$ cat config.mk
export PLATFORM = sky130hd
export DESIGN_NAME = ram64x8_burst_writer_flat
export DESIGN_NICKNAME = d
export VERILOG_FILES = /design/src/rtl/ram64x8_burst_writer_if.sv /design/src/rtl/ram64x8_burst_writer.sv /design/src/flat_wrapper.sv
export SDC_FILE = /design/constraint.sdc
export NUM_CORES = 1
export LEC_CHECK = 0
export CAP_MARGIN = 20
export CORE_MARGIN = 2
export CORE_UTILIZATION = 50
export CTS_CLUSTER_SIZE = 25
export DETAILED_ROUTE_END_ITERATION = 10
export HOLD_SLACK_MARGIN = 0.12
export PLACE_DENSITY = 0.66
export SYNTH_ARGS = -nofsm -noshare
export SYNTH_HDL_FRONTEND = slang
export SYNTH_SLANG_ARGS = --single-unit
export TNS_END_PERCENT = 100
$ cat constraint.sdc
create_clock -name clk -period 2.1 [get_ports clk]
set_input_delay 0.42 -clock clk [delete_from_list [all_inputs] [get_ports clk]]
set_output_delay 0.42 -clock clk [all_outputs]
set_load 0.05 [all_outputs]
$ cat src/rtl/ram64x8_burst_writer_if.sv
// Burst-write host bus for the 64x8 RAM: start/length request,
// valid/ready byte stream and completion status.
interface ram64x8_burst_writer_if #(
  parameter int ADDR_W = 6,
  parameter int DATA_W = 8
);
  logic              start;
  logic [ADDR_W-1:0] start_addr;
  logic [ADDR_W:0]   burst_len;
  logic              wr_valid;
  logic [DATA_W-1:0] wr_data;
  logic              wr_ready;
  logic              busy;
  logic              done;
  logic [ADDR_W:0]   wr_count;

  modport master (
    output start, start_addr, burst_len,
    output wr_valid, wr_data,
    input  wr_ready, busy, done, wr_count
  );

  modport slave (
    input  start, start_addr, burst_len,
    input  wr_valid, wr_data,
    output wr_ready, busy, done, wr_count
  );
endinterface

$ cat src/rtl/ram64x8_burst_writer.sv
// 64x8 RAM filled by a burst-write engine (auto-incrementing,
// wrapping pointer) with a registered read-before-write read port.
module ram64x8_burst_writer #(
  parameter int ADDR_W = 6,
  parameter int DATA_W = 8
) (
  input  logic                  clk,
  input  logic                  reset,
  ram64x8_burst_writer_if.slave bus,
  input  logic [ADDR_W-1:0]     rd_addr,
  output logic [DATA_W-1:0]     rd_data
);
  localparam int DEPTH = 1 << ADDR_W;

  typedef enum logic [1:0] {
    IDLE,
    WRITE,
    DONE
  } state_t;

  typedef logic [DATA_W-1:0] mem_t [DEPTH];

  function automatic mem_t mem_init();
    mem_t m;
    for (int i = 0; i < DEPTH; i++) m[i] = DATA_W'(i);
    return m;
  endfunction

  // Power-up image is the identity table; reset leaves it alone.
  mem_t mem_q = mem_init();

  state_t            state_q;
  logic [ADDR_W-1:0] ptr_q;
  logic [ADDR_W:0]   rem_q;
  logic [ADDR_W:0]   cnt_q;
  logic              rdy_q;
  logic              busy_q;
  logic              done_q;
  logic [DATA_W-1:0] rd_q;
  logic              xfer;

  assign xfer = (state_q == WRITE) && bus.wr_valid;

  always_ff @(posedge clk) begin
    if (reset) begin
      state_q <= IDLE;
      ptr_q   <= '0;
      rem_q   <= '0;
      cnt_q   <= '0;
      rdy_q   <= 1'b0;
      busy_q  <= 1'b0;
      done_q  <= 1'b0;
    end else begin
      done_q <= 1'b0;
      unique case (state_q)
        IDLE: begin
          if (bus.start) begin
            cnt_q <= '0;
            if (bus.burst_len != '0) begin
              ptr_q   <= bus.start_addr;
              rem_q   <= bus.burst_len;
              state_q <= WRITE;
              rdy_q   <= 1'b1;
              busy_q  <= 1'b1;
            end else begin
              state_q <= DONE;
              done_q  <= 1'b1;
            end
          end
        end
        WRITE: begin
          if (bus.wr_valid) begin
            ptr_q <= ptr_q + ADDR_W'(1);
            rem_q <= rem_q - (ADDR_W+1)'(1);
            cnt_q <= cnt_q + (ADDR_W+1)'(1);
            if (rem_q == (ADDR_W+1)'(1)) begin
              state_q <= DONE;
              rdy_q   <= 1'b0;
              busy_q  <= 1'b0;
              done_q  <= 1'b1;
            end
          end
        end
        DONE: begin
          state_q <= IDLE;
        end
        default: begin
          state_q <= IDLE;
          rdy_q   <= 1'b0;
          busy_q  <= 1'b0;
        end
      endcase
    end
  end

  always_ff @(posedge clk) begin
    if (!reset && xfer) mem_q[ptr_q] <= bus.wr_data;
  end

  always_ff @(posedge clk) begin
    if (reset) rd_q <= '0;
    else       rd_q <= mem_q[rd_addr];
  end

  assign bus.wr_ready = rdy_q;
  assign bus.busy     = busy_q;
  assign bus.done     = done_q;
  assign bus.wr_count = cnt_q;
  assign rd_data      = rd_q;
endmodule

$ cat src/flat_wrapper.sv
// flat-port wrapper written by rule: the top's interface ports become plain ports
module ram64x8_burst_writer_flat 
#(
  parameter int ADDR_W = 6,
  parameter int DATA_W = 8
)
  (clk, reset, rd_addr, rd_data, bus_start, bus_start_addr, bus_burst_len, bus_wr_valid, bus_wr_data, bus_wr_ready, bus_busy, bus_done, bus_wr_count);
  ram64x8_burst_writer_if #(.ADDR_W(ADDR_W), .DATA_W(DATA_W)) bus_i ();
  input  logic clk;
  input  logic reset;
  input  logic [ADDR_W-1:0] rd_addr;
  output logic [DATA_W-1:0] rd_data;
  input wire logic [$bits(bus_i.start)-1:0] bus_start;
  input wire logic [$bits(bus_i.start_addr)-1:0] bus_start_addr;
  input wire logic [$bits(bus_i.burst_len)-1:0] bus_burst_len;
  input wire logic [$bits(bus_i.wr_valid)-1:0] bus_wr_valid;
  input wire logic [$bits(bus_i.wr_data)-1:0] bus_wr_data;
  output wire logic [$bits(bus_i.wr_ready)-1:0] bus_wr_ready;
  output wire logic [$bits(bus_i.busy)-1:0] bus_busy;
  output wire logic [$bits(bus_i.done)-1:0] bus_done;
  output wire logic [$bits(bus_i.wr_count)-1:0] bus_wr_count;
  assign bus_i.start = bus_start;
  assign bus_i.start_addr = bus_start_addr;
  assign bus_i.burst_len = bus_burst_len;
  assign bus_i.wr_valid = bus_wr_valid;
  assign bus_i.wr_data = bus_wr_data;
  assign bus_wr_ready = bus_i.wr_ready;
  assign bus_busy = bus_i.busy;
  assign bus_done = bus_i.done;
  assign bus_wr_count = bus_i.wr_count;
  ram64x8_burst_writer #(.ADDR_W(ADDR_W), .DATA_W(DATA_W)) u_core (.clk(clk), .reset(reset), .bus(bus_i), .rd_addr(rd_addr), .rd_data(rd_data));
endmodule
# Yosys cells after proc, flatten, opt, wreduce, memory -nomap -nowiden

Memories as Yosys holds them, arrays and structs flattened. A register that Yosys moved wholly into a read port is not among the register bits.
Index checks and enable logic that the tools add are counted.

$add $sub $neg: 3
Eq/ne operators: 7
Mux-type cells: 28
Bitwise gates (word level): 1
Reductions and logical operators: 10

Operators by type and width:

| cell                                                                    | count |
|---|---|
| 7-bit two-way mux                                                       | 5 |
| 7-bit one-hot mux with 2 select lines                                   | 2 |
| 6-bit two-way mux                                                       | 3 |
| 6-bit one-hot mux with 2 select lines                                   | 1 |
| 1-bit two-way mux                                                       | 10 |
| 2-bit two-way mux                                                       | 4 |
| 7-bit by 1-bit adder with 7-bit output, second input constant           | 1 |
| 7-bit by 1-bit equality test with 1-bit output, second input constant   | 1 |
| 7-bit nonzero test                                                      | 1 |
| 7-bit by 1-bit subtractor with 7-bit output, second input constant      | 1 |
| 6-bit by 1-bit adder with 6-bit output, second input constant           | 1 |
| 2-bit inequality test, second input constant                            | 3 |
| 3-bit AND reduction                                                     | 2 |
| 5-bit AND reduction                                                     | 1 |
| 2-bit one-hot mux with 2 select lines                                   | 1 |
| 4-bit AND reduction                                                     | 1 |
| 1-bit one-hot mux with 3 select lines                                   | 1 |
| 2-bit by 1-bit equality test with 1-bit output, second input constant   | 1 |
| 2-bit equality test, second input constant                              | 1 |
| 1-bit logical AND                                                       | 2 |
| 2-bit zero test                                                         | 1 |
| 2-bit by 1-bit inequality test with 1-bit output, second input constant | 1 |
| 1-bit one-hot mux with 2 select lines                                   | 1 |
| 2-bit nonzero test                                                      | 1 |
| 2 further kinds                                                         | 2 |

Bits in registers: 24
Memory bits (writable): 512
Bits of input ports: 31
Memories kept: 1

Memory list:

| name         | words | bits a word | read ports | clocked after Yosys merged registers in | write ports | RTL line                   | source |
|---|---|---|---|---|---|---|---|
| u_core.mem_q | 64    | 8           | 1          | 1                                       | 1           | ram64x8_burst_writer.sv:30 | `mem_t mem_q = mem_init();` |

# Longest topological paths before layout

Gate-level depths: netlist of the first run.

Word-level depth: 5
Depth in mapped cells: 9

# Worst setup path before layout of the first run

Ideal clock, no wire load.

Path kind: in2reg
From: input rd_addr[0]
To: register u_core.rd_q[7] (netlist: u_core.rd_data[7]) (read register of u_core.mem_q)
Library setup time: 0.117 ns
Data arrival time: 1.892 ns
Setup slack: 0.091 ns
Cell stages on the path: 7
Path buffers: 3
Path through: buf_6 > buf_6 > buf_4 > mux4_2 > o211ai_1 > o2111ai_1 > a32o_1

RTL lines:

| element            | RTL line                   | source |
|---|---|---|
| start: declaration | flat_wrapper.sv:11         | `input logic [ADDR_W-1:0] rd_addr;` |
| end: declaration   | ram64x8_burst_writer.sv:39 | `logic [DATA_W-1:0] rd_q;` |

# Worst setup path in the final report of the first run

From: register u_core.rd_q[5] (netlist: u_core.rd_data[5]) (read register of u_core.mem_q)
To: output rd_data[5]

RTL lines:

| element          | RTL line           | source |
|---|---|---|
| end: declaration | flat_wrapper.sv:12 | `output logic [DATA_W-1:0] rd_data;` |

No word-level cell between the ends.

==> flow_summary.ini, run 1 <==
[outcome]
status = complete, no violations

[synth]
synth_warnings = 0
synthCells = 1119
synth_largest_area_cell = edfxtp_1
netlist_area_sq_um = 21460
synth.area.top_cells = edfxtp_1, mux4_2, dfxtp_1, nor2_1, mux2i_1
yosys.area.top_type_share = 0.7165
ys.flop_type = edfxtp_1
async_flop_share = 0
synth-seq-cells = 544
synth_most_common_cell = edfxtp_1
ys_types = 60
synth_nets = 1154
synth_area_per_cell_sq_um = 19.18
synth-edff-count = 512
synth_common_cells = edfxtp_1, mux4_2, nor2_1, nand2_1, dfxtp_1
seq_area_frac_synth = 0.7464

[timing]
setup_violations = 0
skew_ns = 0.01479
slew_headroom = 0.5270
fmax_ghz = 0.4964
rsz0062_at_grt = no
setup_tns_ns = 0
hold_violations = 0
fin_crit_sh = 0.9593
period_needed_ns = 2.015
finalMaxSlewViolations = 0
tightest_slew_ns = 0.7095

[setup_path]
setup.worst_path.start_class = register
crit_slowest_cell = dlygate4sd2_1
crit_fanout = 1
r2r-start = u_core.state_q[1]
worstReg2RegEnd = u_core.mem_q[6][0]
path_cells = dlygate4sd2_1
worst_ep_arrival_time_ns = 1.59
crit_type = reg -> out
cp-end-kind = output port
path_buf_inv = 1
required_ns = 1.68
ff2ff_path_depth = 7
crit_family = buffers and inverters
slowest_delay_ns = 0.56
r2r_slack_ns = 0.16

[cts]
clk_pin_slew_ns = 0.06
cts_root_buf = clkbuf_16
cts_made_buffers = 52
cts_tree = yes
cts_setup_buffers = 0
htree_levels = 2
clockBufferDepth = 3
cts.sinks = 544
clk-insertion-delay-late_ns = 0.58
holdBufCountCts = 0

[pwr]
ir_worst_vdd_v = 0.0006245
pwr_density_cell_nw_per_um2 = 863.8
p_leak_uw = 0.008592
power_uw = 22090

[grt]
track_usage = 0.2271
grt_max_degree = 65
grt_remaining_overflow = 0
grt_pass1_vias = 11590
grt_antenna_before_repair = 0
grt_pass1_wl_um = 73260

[min_path]
hold_class = in -> reg
whs_path_depth = 2
min_from = bus_wr_data[6]
hold_end = u_core.mem_q[61][6]

[layout]
finalNetCount = 1398
drive_above_1_share = 0.3029
antenna_cells = 0
area_delta_synth_final_pct = 19.17

[place]
io_buffers = 48
gp_congestion = 0.8949
dp_hpwl_um = 32530

[floorplanning]
die_area_sq_um = 44590
fp.dieH_um = 211.2
start_util = 0.5093
io_pins = 49
row_count = 75
core_area_sq_um = 42130
die_w_um = 211.2

[drt]
wl_per_cell_um = 25.40
drtIter0Drc = 1238
drtAntennaViolNets = 0
drt-met1-wl_um = 20360
dr_wl_met2_um = 23130
vias = 11640
route.met3.wl_um = 4181
first_pass_iters = 7
drc_errors = 0
viasPerCell = 6.001
postRouteWirelength_um = 49260
dr.max_layer_used = met4

[flow_run]
drv_cap = 0
## metal layers
layer / GRT usage / vias up
met5: 0 / -
li1: - / 5050
met4: 0.08475 / 0
met3: 0.04297 / 91
met2: 0.3553 / 536
met1: 0.3222 / 5958
## sequential cells by signal (all words and copies together) (netlist names)
name,flops
u_core.state_q,2
u_core.bus.wr_count,7
u_core.mem_q,512
u_core.rd_data,8
u_core.rem_q,7
u_core.bus.wr_ready,1
u_core.bus.done,1
u_core.ptr_q,6
## power breakdown
group / switching (uW) / internal (uW) / leakage [uW] / total (uW)
combinational: 890 / 660 / 0.00296 / 1550
sequential: 66.3 / 11900 / 0.00486 / 12000
clock: 3720 / 4840 / 0.000765 / 8560
## kinds of logic (layout without fill, tap and decap cells)
logic type               count (synthesis)  after routing  synth area share
flip-flops                             544            544            0.7464
AND/OR/NAND/NOR                        222            222           0.04572
multiplexers                           159            159            0.1475
AO/OA/AOI/OAI                          113            113           0.03685
buffers and inverters                   72            353           0.01918
XOR/XNOR                                 5              5          0.002041
adder cells (fa/ha/maj)                  4              4          0.002332
## stage by stage
| stage | std cells | setup slack [ns] | hold slack, ns | utilization | instance area [sq um] |
|---|---|---|---|---|---|
| floorplan | 1119 | 0.09100 | 0.4615 | - | 21460 |
| global placement | 1847 | -0.3815 | 0.4847 | 0.5701 | 24020 |
| detailed placement | 1848 | -0.3088 | 0.4851 | 0.5705 | 24040 |
| CTS | 1939 | 0.06008 | 0.3405 | 0.6068 | 25570 |
| global route | 1939 | 0.03200 | 0.3502 | 0.6069 | 25570 |
| finish | 1939 | 0.08540 | 0.3440 | 0.6069 | 25570 |
## cells in the final DEF, fill, tap and decap left out, drive strengths merged, types with 12 or more instances in the layout
cell type / instances
dlygate4sd2: 17
a21oi: 12
clkbuf: 75
clkdlybuf4s50: 19
edfxtp: 512
o21ai: 27
dfxtp: 32
clkinv: 17
mux2i: 26
mux4: 124
buf: 218
nand3: 22
nand2: 64
nor2: 90
## worst max path at each step
stage	start	depth (start not counted)	slack, ns	to
5_1_grt	u_core.state_q[1]	7	0.03	u_core.mem_q[6][6]
2_1_floorplan	rd_addr[0]	7	0.09	u_core.rd_data[7]
6_report	u_core.rd_data[5]	1	0.09	rd_data[5]
3_3_place_gp	rd_addr[3]	7	-0.38	u_core.rd_data[2]
4_1_cts	u_core.rd_data[5]	1	0.06	rd_data[5]
3_5_place_dp	rd_addr[3]	7	-0.31	u_core.rd_data[2]
## final cells by class
class	instances	area, sq um
clock inverters	16	70.07
flip-flops and latches	544	16020
inverters	8	30.03
well taps	539	674.4
multi-input cells	503	5042
fillers	2996	16560
clock buffers	75	1479
repair buffers	254	2261
## timing repair
action,in CTS,in global routing
endpoints found under the hold margin,0,0
resized for setup,17,2
setup endpoints to repair,17,9
Power figures use the tool's default switching activity.
==> run 2, diff against run 1 <==
--- a/config.mk
+++ b/config.mk
@@ -6,8 +6,9 @@
 export NUM_CORES = 1
 export LEC_CHECK = 0
 export CAP_MARGIN = 20
-export CORE_MARGIN = 2
+export CORE_MARGIN = 8
 export CORE_UTILIZATION = 50
+export CTS_BUF_LIST = sky130_fd_sc_hd__clkbuf_4 sky130_fd_sc_hd__clkbuf_8 sky130_fd_sc_hd__clkbuf_16
 export CTS_CLUSTER_SIZE = 25
 export DETAILED_ROUTE_END_ITERATION = 10
 export HOLD_SLACK_MARGIN = 0.12
==> run 2 against run 1 <==
Against the previous run:
- critical path depth stayed put
- power is 1.8% higher
- sequential share of layout area is 0.24 points lower
- first-iteration DRC count is 14% lower
- clock skew is 0.0066 ns higher
- critical path type unchanged
- critical endpoint unchanged
- largest cell class unchanged
==> flow_summary.ini, run 2 (same netlist as run 1, synthesis figures left out) <==
[flow_run]
drv_cap = 0

[drt]
wl_per_cell_um = 25.19
vias = 11530
postRouteWirelength_um = 48970
drtAntennaViolNets = 0
first_pass_iters = 7
drc_errors = 0
viasPerCell = 5.929
drtIter0Drc = 1070

[min_path]
min_from = bus_wr_data[0]
hold_class = in -> reg
whs_path_depth = 2

[layout]
final_cells = 1944
max_flop_register = u_core.mem_q
largest_reg_flops = 512
layout_commonest_cell = edfxtp_1
antenna_cells = 0
n_fill_cell = 3030
drive_above_1_share = 0.3104
finalNetCount = 1393
most-common-layout-cells = edfxtp_1, buf_4, mux4_2
area_delta_synth_final_pct = 19.64

[setup_path]
critPathLaunch = u_core.rd_data[5]
required_ns = 1.68
worst_ep_arrival_time_ns = 1.58
slowest_delay_ns = 0.58
crit_type = reg -> out
crit_family = buffers and inverters
r2r-start = u_core.state_q[0]
ff2ff_path_depth = 7
path_depth = 1
setup.worst_path.start_class = register
path_cells = dlygate4sd2_1
crit_slowest_cell = dlygate4sd2_1
path_buf_inv = 1
crit_fanout = 1
cp-end-kind = output port

[floorplanning]
die_w_um = 223.2
io_pins = 49
row_count = 76
start_util = 0.5026
die_area_sq_um = 49800
core_area_sq_um = 42700
fp.dieH_um = 223.2

[cts]
clk-insertion-delay-late_ns = 0.58
clockBufferDepth = 3
htree_levels = 2
cts_root_buf = clkbuf_16
cts_made_buffers = 52
clk_pin_slew_ns = 0.06
cts.sinks = 544
cts_tree = yes
holdBufCountCts = 0

[timing]
hold_violations = 0
tightest_slew_ns = 0.6701
setup_tns_ns = 0
fmax_ghz = 0.4993
finalMaxSlewViolations = 0
fin_crit_sh = 0.9537
hold_ws_ns = 0.3262
skew_ns = 0.02138
period_needed_ns = 2.003
slew_headroom = 0.5532
setup_violations = 0
fin_ws_ns = 0.09721
rsz0062_at_grt = no

[grt]
track_usage = 0.1983
grt_pass1_wl_um = 74300
grt_antenna_before_repair = 0
grt_remaining_overflow = 0
grt_max_degree = 65
grt_pass1_vias = 11850

[place]
pre_cts_ws_ns = -0.3620
placed_cells = 1850
io_buffers = 48
gp_congestion = 0.8962
dp_hpwl_um = 32000

[pwr]
ir_worst_vdd_v = 0.0006267
p_leak_uw = 0.008637
pwr_density_cell_nw_per_um2 = 875.5

[outcome]
status = complete, no violations
## run 2: metrics by stage
stage,cell area [sq um],power (uW),util
4_1_cts,25670,22640,0.6012
3_5_place_dp,24040,13770,0.5630
3_3_place_gp,24040,13740,0.5630
6_report,25670,22480,0.6013
5_1_grt,25670,23140,0.6013
2_1_floorplan,21460,13030,-
## run 2: report_power, final
group,internal (uW),total [uW],switching (uW)
clock network,5130,8960,3830
registers,11900,12000,65.6
logic,657,1540,886
## run 2: worst paths after layout
kind	endpoint	slack [ns]
hold / removal	u_core.mem_q[18][0]	0.33
setup reg to reg	u_core.mem_q[14][1]	0.18
setup / recovery	rd_data[5]	0.1
hold reg to reg	u_core.bus.wr_count[6]	0.51
## run 2: repair_timing
item,CTS,global route
setup buffers,0,0
pin swaps,0,0
resized for setup,18,1
endpoints found under the setup margin,18,47
## run 2: final cells by class
| cell class | count | area [sq um] | share of cell area |
|---|---|---|---|
| clock buffer | 70 | 1503 | 0.05853 |
| clock inverter | 24 | 151.4 | 0.005897 |
| sequential | 544 | 16020 | 0.6238 |
| timing repair buffer | 249 | 2250 | 0.08763 |
| tap | 546 | 683.2 | 0.02661 |
| inverter | 8 | 30.03 | 0.001170 |
| multi-input combinational | 503 | 5040 | 0.1963 |
## run 2: per-layer routing
metal	vias to the layer above	wire length, um	global-route usage
li1	5042	-	-
met1	5954	20770	0.2784
met2	446	23480	0.3179
met3	84	3342	0.03112
met4	0	1377	0.06287
met5	-	0	0
==> run 3, diff against run 2 <==
--- a/config.mk
+++ b/config.mk
@@ -13,6 +13,7 @@
 export DETAILED_ROUTE_END_ITERATION = 10
 export HOLD_SLACK_MARGIN = 0.12
 export PLACE_DENSITY = 0.66
+export SKIP_LAST_GASP = 1
 export SYNTH_ARGS = -nofsm -noshare
 export SYNTH_HDL_FRONTEND = slang
 export SYNTH_SLANG_ARGS = --single-unit
==> results of run 3 <==
No change in the layout: final DEF, timing and power equal those of run 2.
==> patch, RTL diff (config.mk and constraints of run 3) <==
`DATA_W` is set to 8 in 3 places; all go to 6.
--- a/src/rtl/ram64x8_burst_writer_if.sv
+++ b/src/rtl/ram64x8_burst_writer_if.sv
@@ -3,5 +3,5 @@
 interface ram64x8_burst_writer_if #(
   parameter int ADDR_W = 6,
-  parameter int DATA_W = 8
+  parameter int DATA_W = 6
 );
   logic              start;
--- a/src/rtl/ram64x8_burst_writer.sv
+++ b/src/rtl/ram64x8_burst_writer.sv
@@ -3,5 +3,5 @@
 module ram64x8_burst_writer #(
   parameter int ADDR_W = 6,
-  parameter int DATA_W = 8
+  parameter int DATA_W = 6
 ) (
   input  logic                  clk,
--- a/src/flat_wrapper.sv
+++ b/src/flat_wrapper.sv
@@ -3,5 +3,5 @@
 #(
   parameter int ADDR_W = 6,
-  parameter int DATA_W = 8
+  parameter int DATA_W = 6
 )
   (clk, reset, rd_addr, rd_data, bus_start, bus_start_addr, bus_burst_len, bus_wr_valid, bus_wr_data, bus_wr_ready, bus_busy, bus_done, bus_wr_count);
Ports: changed (resized bus_wr_data and rd_data); port bits go from 49 to 45. No check against the original RTL was run, so the function may have changed too.
==> patch against run 3 <==
- sequential cell count decreased by 130
- register-to-register slack got worse by 0.08 ns
- first-iteration DRC count decreased by 31%
- critical path depth increased by 4
- power decreased by 21%
- setup slack improved by 0.0039 ns
- routed wire length decreased by 21%
- utilization increased by 2.1 points
- final area decreased by 21%
- cell count decreased by 17%
- global-route usage increased by 0.16 points
- die area decreased by 21%
- clock skew decreased by 0.0077 ns
- area after synthesis decreased by 23%
- largest power group unchanged
==> patch: results (changes against run 3) <==
- Max reg flops: 384 (-25%)
- Register area share after synthesis: 0.733 (-0.0131)
- FF-to-FF path depth: 5 (-2)
- PortBufs: 44 (-8.3%)
- Ranking of synthesized cells by area: edfxtp_1 70%, mux4_2 13%, dfxtp_1 3.6%, nor2_1 2.2%, mux4_1 1.3%
- Register-to-register setup slack: 0.10 ns (-0.08 ns)
- Wl on met1: 16900 um (-19%)
- Data buffer area share: 0.100 (+0.0127)
- DP HPWL: 26500 um (-17%)
- Wire length after detailed routing: 38600 um (-21%)
- Min-Delay Endpoint: u_core.mem_q[44][0]
- Clock network share of area: 0.0696 (+0.00518)
- Vias in the first global route: 9390 (-21%)
- Fraction of area in multi-input gates: 0.202 (+0.00548)
- First-iteration detailed-routing DRC count: 734 (-31%)
- Most frequent cells after synthesis: 384 x edfxtp_1, 95 x nor2_1, 93 x mux4_2
- Num CTS Buffers: 42 (-19%)
- Wire length on met3: 2650 um (-21%)
- Post-synth EDFFs: 384 (-25%)
- Nets: 1166 (-16%)
- Routability cong.: 0.883 (-1.5%)
- Vias/cell: 5.78 (-2.4%)
- Leak: 6.96 nW (-19%)
- Post-Route Skew: 0.0136 ns (-0.00775 ns)
- Overall Global Routing Usage: 0.200 (+0.00158)
- Critical path arrival: 2.41 ns (+0.83 ns)
- Seq_cells: 414 (-24%)
- Final hold slack: 0.365 ns (+0.0391 ns)
- Syn nets: 933 (-19%)
- Clkbuf count: 57 (-19%)
- Status: completed
- Hold path depth: 1 (-1)
- Maximum VDD drop: 0.000453 V (-28%)
- Share of layout cells above drive strength 1: 0.324 (+0.0137)
- Sequential share of cell area: 0.599 (-0.0244)
- Routed wl met2: 18200 um (-22%)
- Critical path startpoint: u_core.mem_q[61][3]
- Critical R2R Capture: u_core.rd_data[3]
patch: cells by family (layout without fill, tap and decap cells):
group,Yosys count,after routing,synth area share
compound gates,87,87,0.0349
xor+xnor,3,3,0.00159
buf+inv,59,325,0.0200
mux,114,114,0.147
simple gates,219,219,0.0600
fa+ha+maj,4,4,0.00302
flops,414,414,0.733
patch: how the worst max path moves through the flow:
stage,to,slack (ns),cells past startpoint
2_1_floorplan,u_core.rd_data[2],-0.02,7
5_1_grt,u_core.mem_q[5][5],0.006,6
4_1_cts,bus_done,0.01,1
3_3_place_gp,u_core.mem_q[2][5],-0.36,8
3_5_place_dp,u_core.rd_data[2],-0.36,9
6_report,u_core.rd_data[3],0.10,5
patch: power breakdown:
group          switching [W]  total [W]  internal, W
sequential         0.0000607    0.00911      0.00905
combinational       0.000694    0.00123     0.000538
clock                0.00297    0.00747      0.00450
total                0.00373     0.0178       0.0141
patch: metal layers:
metal / vias up / track usage
li1: 4099 / -
met1: 4799 / 0.293
met2: 338 / 0.309
met3: 66 / 0.0306
met4: 0 / 0.0578
met5: - / 0
patch: worst max-delay path, stage by stage (launching register included):
cell and delay [ns]:
edfxtp_1 0.40, mux4_2 0.48, mux4_2 0.49, nor2_1 0.12
a2111oi_0 0.10, a221o_1 0.30
patch: per-stage QoR:
stage | power, W | instances | setup WS, ns | instance area, um^2
final | 0.0178 | 1608 | 0.101 | 20200
after global placement | 0.0105 | 1532 | -0.358 | 18900
after global routing | 0.0183 | 1608 | 0.00585 | 20200
after CTS | 0.0179 | 1609 | 0.0122 | 20200
after detailed placement | 0.0105 | 1532 | -0.357 | 18900
after floorplan | 0.00995 | 900 | -0.0193 | 16600
patch: what timing repair did:
item / in CTS / in global routing
endpoints found under the setup margin: 16 / 13
resized for setup: 16 / 2
hold buffers: 0 / 0
pin swaps: 0 / 1
